<file path="config.mk">
export PLATFORM = sky130hd
export DESIGN_NAME = seg_scan_ctrl
export DESIGN_NICKNAME = d
export VERILOG_FILES = /design/src/rtl/seg_pkg.sv /design/src/rtl/seg_slot_timer.sv /design/src/rtl/seg_scan_ctrl.sv
export SDC_FILE = /design/constraint.sdc
export NUM_CORES = 1
export LEC_CHECK = 0
export CAP_MARGIN = 20
export CELL_PAD_IN_SITES_DETAIL_PLACEMENT = 1
export CELL_PAD_IN_SITES_GLOBAL_PLACEMENT = 1
export CORE_MARGIN = 4
export CORE_UTILIZATION = 40
export CTS_BUF_LIST = sky130_fd_sc_hd__clkbuf_4
export CTS_CLUSTER_DIAMETER = 40
export DETAILED_ROUTE_END_ITERATION = 16
export PLACE_DENSITY_LB_ADDON = 0.1
export SETUP_SLACK_MARGIN = 0.3
export SYNTH_ARGS = -nofsm -noshare
export SYNTH_HDL_FRONTEND = slang
export SYNTH_HIERARCHICAL = 1
export SYNTH_SLANG_ARGS = --single-unit
export TNS_END_PERCENT = 20
</file>
<file path="constraint.sdc">
create_clock -name clk -period 3.4 [get_ports clk]
set_input_delay 0.51 -clock clk [delete_from_list [all_inputs] [get_ports clk]]
set_output_delay 0.51 -clock clk [all_outputs]
set_load 0.02 [all_outputs]
</file>
<file path="src/rtl/seg_pkg.sv">
// Shared definitions for the seven-segment scan controller.
//   SEG_W          width of one digit's segment pattern
//   DEFAULT_DWELL  default cycles per digit slot
//   DEFAULT_BLANK  default blanking cycles at the start of each slot
//   scan_state_t   per-slot drive state (BLANK / ON / OFF)
//   on_unit()      cycles of ON time per brightness step
package seg_pkg;

  localparam int SEG_W         = 7;
  localparam int DEFAULT_DWELL = 520;
  localparam int DEFAULT_BLANK = 8;

  typedef enum logic [1:0] {
    BLANK,
    ON,
    OFF
  } scan_state_t;

  // The non-blank part of a slot is split into 16 equal brightness steps.
  function automatic int on_unit(input int dwell, input int blank);
    return (dwell - blank) / 16;
  endfunction

endpackage

</file>
<file path="src/rtl/seg_slot_timer.sv">
// Slot/frame timebase for the scan controller.
//   clk, rst     clock, synchronous active-high reset
//   c            cycle-within-slot counter for the current cycle
//   c_nxt        counter value the next cycle will carry
//   s_nxt        slot index the next cycle will carry
//   slot_tick    registered pulse in cycle 0 of every slot
//   frame_start  registered pulse in cycle 0 of slot 0
//   frame_end    combinational strobe in the last cycle of the frame
module seg_slot_timer #(
  parameter int NUM_DIGITS = 4,
  parameter int DWELL      = 520,
  parameter int CW         = 10,
  parameter int SW         = 2
) (
  input  logic          clk,
  input  logic          rst,
  output logic [CW-1:0] c,
  output logic [CW-1:0] c_nxt,
  output logic [SW-1:0] s_nxt,
  output logic          slot_tick,
  output logic          frame_start,
  output logic          frame_end
);

  logic [SW-1:0] s;
  // Low only during the first cycle after reset, which holds c=0 so that
  // cycle is the true start of slot 0 and carries the frame_start pulse.
  logic          run;

  // NOTE: every combinational output gets a default first so no path leaves
  // it unassigned, which would otherwise infer a latch.
  always_comb begin
    c_nxt = c + CW'(1);
    s_nxt = s;
    if (!run) begin
      c_nxt = '0;
      s_nxt = '0;
    end else if (c == CW'(DWELL - 1)) begin
      c_nxt = '0;
      s_nxt = (s == SW'(NUM_DIGITS - 1)) ? '0 : s + SW'(1);
    end
  end

  assign frame_end = (c == CW'(DWELL - 1)) && (s == SW'(NUM_DIGITS - 1));

  // NOTE: state registers use non-blocking assignments so every register
  // samples the pre-edge values, independent of statement order.
  always_ff @(posedge clk) begin
    if (rst) begin
      run         <= 1'b0;
      c           <= '0;
      s           <= '0;
      slot_tick   <= 1'b0;
      frame_start <= 1'b0;
    end else begin
      run         <= 1'b1;
      c           <= c_nxt;
      s           <= s_nxt;
      slot_tick   <= (c_nxt == '0);
      frame_start <= (c_nxt == '0) && (s_nxt == '0);
    end
  end

endmodule

</file>
<file path="src/rtl/seg_scan_ctrl.sv">
// Time-multiplexed scan controller for an N-digit common-anode 7-seg display.
//   clk, rst     clock, synchronous active-high reset
//   digits_in    segment patterns, digit d at [7d+6:7d]
//   load         capture digits_in into the pending buffer
//   digit_en     per-digit enable mask, sampled at slot start
//   brightness   duty level 0..15, sampled at slot start
//   segment      segment pattern of the driven digit, 0 when no anode is on
//   anode        one-hot (or zero) digit drive
//   frame_start  pulse in cycle 0 of slot 0
//   slot_tick    pulse in cycle 0 of every slot
// All outputs are registered; each is computed from the counter and FSM
// values of the cycle in which it appears.
module seg_scan_ctrl #(
  parameter int NUM_DIGITS = 4,
  parameter int DWELL      = seg_pkg::DEFAULT_DWELL,
  parameter int BLANK      = seg_pkg::DEFAULT_BLANK
) (
  input  logic                                 clk,
  input  logic                                 rst,
  input  logic [seg_pkg::SEG_W*NUM_DIGITS-1:0] digits_in,
  input  logic                                 load,
  input  logic [NUM_DIGITS-1:0]                digit_en,
  input  logic [3:0]                           brightness,
  output logic [seg_pkg::SEG_W-1:0]            segment,
  output logic [NUM_DIGITS-1:0]                anode,
  output logic                                 frame_start,
  output logic                                 slot_tick
);

  import seg_pkg::*;

  localparam int U  = on_unit(DWELL, BLANK);
  localparam int CW = $clog2(DWELL);
  localparam int SW = (NUM_DIGITS > 1) ? $clog2(NUM_DIGITS) : 1;
  localparam int DW = SEG_W * NUM_DIGITS;

  logic [CW-1:0]         c, c_nxt, on_end;
  logic [SW-1:0]         s_nxt;
  logic                  frame_end;
  scan_state_t           state, state_nxt;
  logic [3:0]            b_lat, b_nxt;
  logic [NUM_DIGITS-1:0] en_lat, en_nxt;
  logic [DW-1:0]         active, pending;
  logic                  pend_flag;
  logic [SEG_W-1:0]      seg_d;
  logic [NUM_DIGITS-1:0] anode_d;

  seg_slot_timer #(
    .NUM_DIGITS(NUM_DIGITS),
    .DWELL     (DWELL),
    .CW        (CW),
    .SW        (SW)
  ) u_timer (
    .clk        (clk),
    .rst        (rst),
    .c          (c),
    .c_nxt      (c_nxt),
    .s_nxt      (s_nxt),
    .slot_tick  (slot_tick),
    .frame_start(frame_start),
    .frame_end  (frame_end)
  );

  // Brightness and enable are captured during cycle 0 of a slot; the *_nxt
  // values are what the latches will hold in the next cycle.
  assign b_nxt  = (c == '0) ? brightness : b_lat;
  assign en_nxt = (c == '0) ? digit_en   : en_lat;
  assign on_end = CW'(BLANK + int'(b_nxt) * U);

  // FSM: state register
  always_ff @(posedge clk) begin
    if (rst) begin
      state  <= seg_pkg::BLANK;
      b_lat  <= '0;
      en_lat <= '0;
    end else begin
      state  <= state_nxt;
      b_lat  <= b_nxt;
      en_lat <= en_nxt;
    end
  end

  // FSM: next state, evaluated against the counter value of the next cycle
  always_comb begin
    state_nxt = state;
    unique case (state)
      seg_pkg::BLANK: if (c_nxt == CW'(BLANK)) state_nxt = (b_nxt == '0) ? OFF : ON;
      ON: begin
        if (c_nxt == '0)         state_nxt = seg_pkg::BLANK;
        else if (c_nxt == on_end) state_nxt = OFF;
      end
      OFF:     if (c_nxt == '0) state_nxt = seg_pkg::BLANK;
      default: state_nxt = seg_pkg::BLANK;
    endcase
  end

  // FSM: outputs for the next cycle, registered below
  always_comb begin
    seg_d   = '0;
    anode_d = '0;
    if (state_nxt == ON && en_nxt[s_nxt]) begin
      anode_d = NUM_DIGITS'(1) << s_nxt;
      seg_d   = active[SEG_W*s_nxt +: SEG_W];
    end
  end

  always_ff @(posedge clk) begin
    if (rst) begin
      segment <= '0;
      anode   <= '0;
    end else begin
      segment <= seg_d;
      anode   <= anode_d;
    end
  end

  // Double buffer. A load in the frame-end cycle bypasses the pending copy.
  // NOTE: both buffers are reset so a blank display is shown until the
  // first load, rather than power-up garbage.
  always_ff @(posedge clk) begin
    if (rst) begin
      active    <= '0;
      pending   <= '0;
      pend_flag <= 1'b0;
    end else begin
      if (load) pending <= digits_in;
      if (frame_end) begin
        pend_flag <= 1'b0;
        if (load)           active <= digits_in;
        else if (pend_flag) active <= pending;
      end else if (load) begin
        pend_flag <= 1'b1;
      end
    end
  end

endmodule

</file>
## Word-level counts from Yosys, hierarchy flattened

Index checks and enable logic that the tools add are counted.

- $add $sub $neg: 3
- $mul: 1
- $lt $le $gt $ge: 1
- Equal/unequal tests: 7
- Shift-type cells: 2
- Multiplexer cells: 18
- Bitwise logic cells: 1
- Reductions and logical operators: 12

Operators by type and width:

| operator | number |
|---|---|
| two-way mux 28 bit | 2 |
| variable part select 28 x 6 -> 7 bit | 1 |
| logical NOT 10 bit | 2 |
| two-way mux 10 bit | 2 |
| two-way mux 2 bit | 8 |
| adder 10 x 1 -> 10 bit (second input constant) | 1 |
| adder 4 x 9 -> 10 bit (first input constant) | 1 |
| equality test 10 bit | 1 |
| equality test 10 bit (second input constant) | 1 |
| equality test 10 x 4 -> 1 bit (second input constant) | 1 |
| two-way mux 4 bit | 2 |
| case mux 2 bit (3 select lines) | 1 |
| multiplier 3 x 2 -> 5 bit (first input constant) | 1 |
| equality test 2 x 1 -> 1 bit (second input constant) | 2 |
| equality test 2 bit (second input constant) | 2 |
| logical NOT 2 bit | 2 |
| logical NOT 4 bit | 1 |
| OR reduction 2 bit | 2 |
| << shifter 1 x 2 -> 4 bit (first input constant) | 1 |
| logical AND 1 bit | 3 |
| < comparator 2 x 3 -> 1 bit (second input constant) | 1 |
| adder 2 x 1 -> 2 bit (second input constant) | 1 |
| binary-select mux 1 bit (select 2 bit) | 1 |
| two-way mux 1 bit | 2 |
| 3 further kinds | 3 |

- Register bits: 93
- Input port bits: 39
- Output and inout bits: 13
- Logic and storage cells: 58

## Depth between registers and ports, before layout

- Word-level depth: 11
- Mapped depth: 12
- Gate-level depth less buffers: 11

## Cells and area by module

The synthesis kept the hierarchy.

By module, submodules not included:

| module | times used | cells an instance | area an instance (um^2) | sequential area each (um^2) |
|---|---|---|---|---|
| seg_scan_ctrl | 1 | 318 | 3145.5 | 1561.5 |
| seg_slot_timer | 1 | 94 | 832.0 | 300.3 |

## Least setup slack after synthesis

OpenSTA, ideal clock, no wires.

- Path kind: reg2reg
- Start: register u_timer.c[0]
- End: register segment[0] (netlist name)
- Setup time: 133 ps
- Arrival: 2884 ps
- Data required time: 3267 ps
- Path slack: 384 ps
- Cell stages (with the launch flop): 12
- Buffers on the path: 1
- Period minus slack after synthesis: 3016 ps
- Cell sequence: dfxtp_1 -> ha_1 -> nand4b_2 -> nor4b_4 -> mux2i_1 -> nor2b_1 -> buf_1 -> mux2i_1 -> nand4_1 -> o211ai_1 -> o22a_1 -> a21oi_1

- Elaborated cells between the ends (all ways): 28
- Classes of those cells: add/sub (2); mul (1); eq/ne (4); shift (1); mux (14); bitwise (1); reduce/logical (5)

RTL lines:

| what | line | source |
|---|---|---|
| from (decl) | seg_slot_timer.sv:17 | `output logic [CW-1:0] c,` |
| from (signal assigned) | seg_slot_timer.sv:57 | `c <= c_nxt;` |
| equality test 10 bit (*) | seg_slot_timer.sv:38 | `end else if (c == CW'(DWELL - 1)) begin` |
| two-way mux 2 bit (*) | seg_slot_timer.sv:38 |  |
| two-way mux 2 bit (*) | seg_slot_timer.sv:35 | `if (!run) begin` |
| net s_nxt[0] | seg_scan_ctrl.sv:38 | `logic [SW-1:0] s_nxt;` |
| branches (longest 5 deep; another with multiplier 3 x 2 -> 5 bit) | n/a |  |
| to (signal assigned) | seg_scan_ctrl.sv:112 | `segment <= seg_d;` |
| to (decl) | seg_scan_ctrl.sv:24 | `output logic [seg_pkg::SEG_W-1:0] segment,` |

Mark *: on every way through the listed nets, which the timed path passes. The select of a mux whose other input is x is not followed.
A chain may end at the register's enable or synchronous reset.

## Worst setup path in the final report

- Start: register u_timer.c[1]
- End: register segment[2] (netlist name)

The elaborated chain is that of the path after synthesis.

==> impl_metrics.json <==
{
  "fin_tns_setup_ns": 0,
  "holdPathStages": 3,
  "worstMarginPinSlew_ns": 0.674,
  "cts_sinks": 93,
  "clock_path_buffers": 2,
  "worst_ep_required_time_ns": 3.78,
  "cts_buffers": 9,
  "ir_drop_uv": 212,
  "worst_setup_path_end_kind": "flop",
  "fmax_ghz": 0.354,
  "antenna_found_initial": 0,
  "vias": 3102,
  "synth.area.top_cells": "dfxtp_1, mux2i_1, nor2_1, a211oi_1, xnor2_1",
  "cp_cell_sequence": "ha_2 > nand4b_2 > nor4b_4 > buf_4 > mux2i_1 > nor2b_4 > mux2_2 > nor4_1 > a211o_2 > o22a_1 > a21oi_1",
  "wl_mm": 9.63,
  "area_delta_synth_final_pct": 20.3,
  "cpPeakStageDelay_ns": 0.44,
  "avgSynthCellArea_sq_um": 9.65,
  "fp.coreArea_sq_um": 9730,
  "ctsHtreeMaxLevel": 3,
  "hold_viol": 0,
  "power_density_nw_per_um2": 395,
  "worstReg2RegStart": "u_timer/c[1]",
  "placed_cell_area_sq_um": 4620,
  "synth_top_area_share_pct": 46.8,
  "drtIter0Drc": 116,
  "post_drt_wl_per_cell_um": 16.1,
  "cp_slowest_cell": "dfxtp_1",
  "timing.rr.end": "segment[2]",
  "design_area_sq_um": 4780,
  "grt_overflow": 0,
  "path_clk_slew_ns": 0.16,
  "synth-seq-cells": 93,
  "synth_cell_types": 51,
  "cts_tree": "built",
  "dp_hpwl_mm": 7.09,
  "report.final.slew_viol_count": 0,
  "p_total_uw": 1890,
  "die_area_sq_um": 11600,
  "drv_cap": 0,
  "syn_inst": 412,
  "first_pass_iters": 4,
  "synth_edf_count": 0,
  "synthArstFlopShare_pct": 0,
  "fin_crit_sh_pct": 83.1,
  "r2r_cells": 11,
  "clock_latency_ns": 0.44,
  "holdBufCountCts": 0,
  "rows": 36,
  "path_class": "reg -> reg",
  "port_buffers": 51,
  "start_util_pct": 40.9,
  "top_level_ports": 52,
  "grt_pass1_wl_mm": 16.0,
  "root_buffer": "clkbuf_4",
  "crit_buf_inv": 1,
  "crit_arrival_ns": 3.20,
  "layout-drive-gt1-share_pct": 10.5,
  "route.detailed.drc": 0,
  "n_antenna_cell": 0,
  "worstHoldStart": "load",
  "path_max_fanout": 9,
  "leakagePower_uw": 0.00179,
  "ys_seq_area_share_pct": 46.8,
  "worst_clock_skew_ns": 0.0184,
  "syn-cell-area_sq_um": 3980,
  "syn_nets": 453,
  "rsz0062_at_grt": "no",
  "die_w_um": 108,
  "dp.cells": 581,
  "relSlewSlack_pct": 54.6,
  "grt_pass1_vias": 3317,
  "status": "finished clean",
  "final_antenna_net_count": 0,
  "final_nets": 502,
  "worstSetupPathDepth": 11,
  "synthFlopType": "dfxtp_1",
  "via_per_inst": 5.18,
  "whs_endpoint": "pend_flag",
  "synth-warning-count": 6,
  "crit_family": "compound AO/OA/AOI/OAI gates",
  "place_congestion": 0.877,
  "startpoint_type": "flop",
  "r2r_setup_slack_ns": 0.57,
  "fp.dieH_um": 108,
  "track_usage_pct": 17.4,
  "yosysTopAreaCell": "dfxtp_1",
  "synth_commonest_cells": "dfxtp_1, nor2_1, mux2i_1",
  "synth.most_common_cell": "dfxtp_1",
  "fin_crit_ns": 2.83,
  "instances_no_fill": 599,
  "setup_violations": 0,
  "hold_path.class": "in -> reg",
  "grt_max_degree": 57
}
==> final cells by class <==
cell class	instances	area, sq um
Fill cell	1139	4940
Multi-Input combinational cell	287	2010
Sequential cell	93	1860
Timing Repair Buffer	60	581
Tap cell	133	166
Clock buffer	9	67.6
Clock inverter	7	56.3
Inverter	10	37.5
==> cells by family (layout without fill, tap and decap cells) <==
family	after synthesis	count (layout)	synth area share, %
simple gates	145	145	17.8
flops	93	93	46.8
compound gates	72	72	14.8
mux	56	56	14.2
buf+inv	32	86	3.21
xor+xnor	12	12	2.64
fa+ha+maj	2	2	0.629
==> cell usage in the layout (no fill, tap or decap), types with 2 or more instances in the layout <==
cell	count
a211o_1	2
a211oi_1	35
a21oi_1	11
and2_1	2
buf_2	2
buf_4	8
clkbuf_4	9
clkdlybuf4s50_1	49
clkinv_2	2
dfxtp_1	92
inv_1	10
inv_6	4
mux2_2	2
mux2i_1	54
nand2_1	6
nand3_1	4
nand3b_1	3
nand4_1	3
nor2_1	91
nor2b_1	7
nor2b_4	2
nor3_1	6
nor4_1	6
o22a_1	7
o311a_1	2
or2_2	2
xnor2_1	9
xor2_1	3
==> metal layers <==
layer  up-vias  GRT usage (%)  wire length, um
li1       1568              -                -
met1      1472           20.5             4290
met2        50           31.6             4920
met3        12           3.36              285
met4         0           5.23              140
met5         -              0                0
==> stage by stage <==
stage	hold slack, ns	utilization [%]	setup WS (ns)
final	0.383	49.2	0.574
after floorplan	0.452	-	0.384
after detailed placement	0.485	47.5	0.288
after global placement	0.474	47.5	0.394
after global routing	0.392	49.2	0.328
after CTS	0.364	48.9	0.299
==> state kept, by name, indices dropped and copies added (netlist names), 2 cells and up <==
name	flops
state	2
segment	7
b_lat	4
en_lat	4
pending	28
u_timer/s	2
anode	4
active	28
u_timer/c	10
==> worst min-delay path: cells and delay by family <==
kind | cells | cell delay (ns)
buffers and inverters | 1 | 0.09
AND/OR/NAND/NOR | 2 | 0.18
==> worst max path at each step <==
stage | start | to | slack, ns
after floorplan | u_timer/c[0] | segment[0] | 0.38
after global placement | u_timer/c[0] | anode[1] | 0.39
after detailed placement | u_timer/c[0] | segment[5] | 0.29
after CTS | u_timer/c[0] | anode[1] | 0.30
after global routing | u_timer/c[1] | anode[2] | 0.33
final | u_timer/c[1] | segment[2] | 0.57
==> report_power, final <==
part / switching (uW) / leakage (uW) / internal, uW
combinational: 93.2 / 0.000955 / 91.5
clock: 407 / 0.0000734 / 164
sequential: 13.8 / 0.000759 / 1120
==> repair_timing <==
item | CTS | global route
pin swaps | 1 | 0
resized for setup | 1 | 4
setup buffers | 1 | 1
setup endpoints to repair | 11 | 13
No activity file was read; power rests on OpenSTA's default activity.
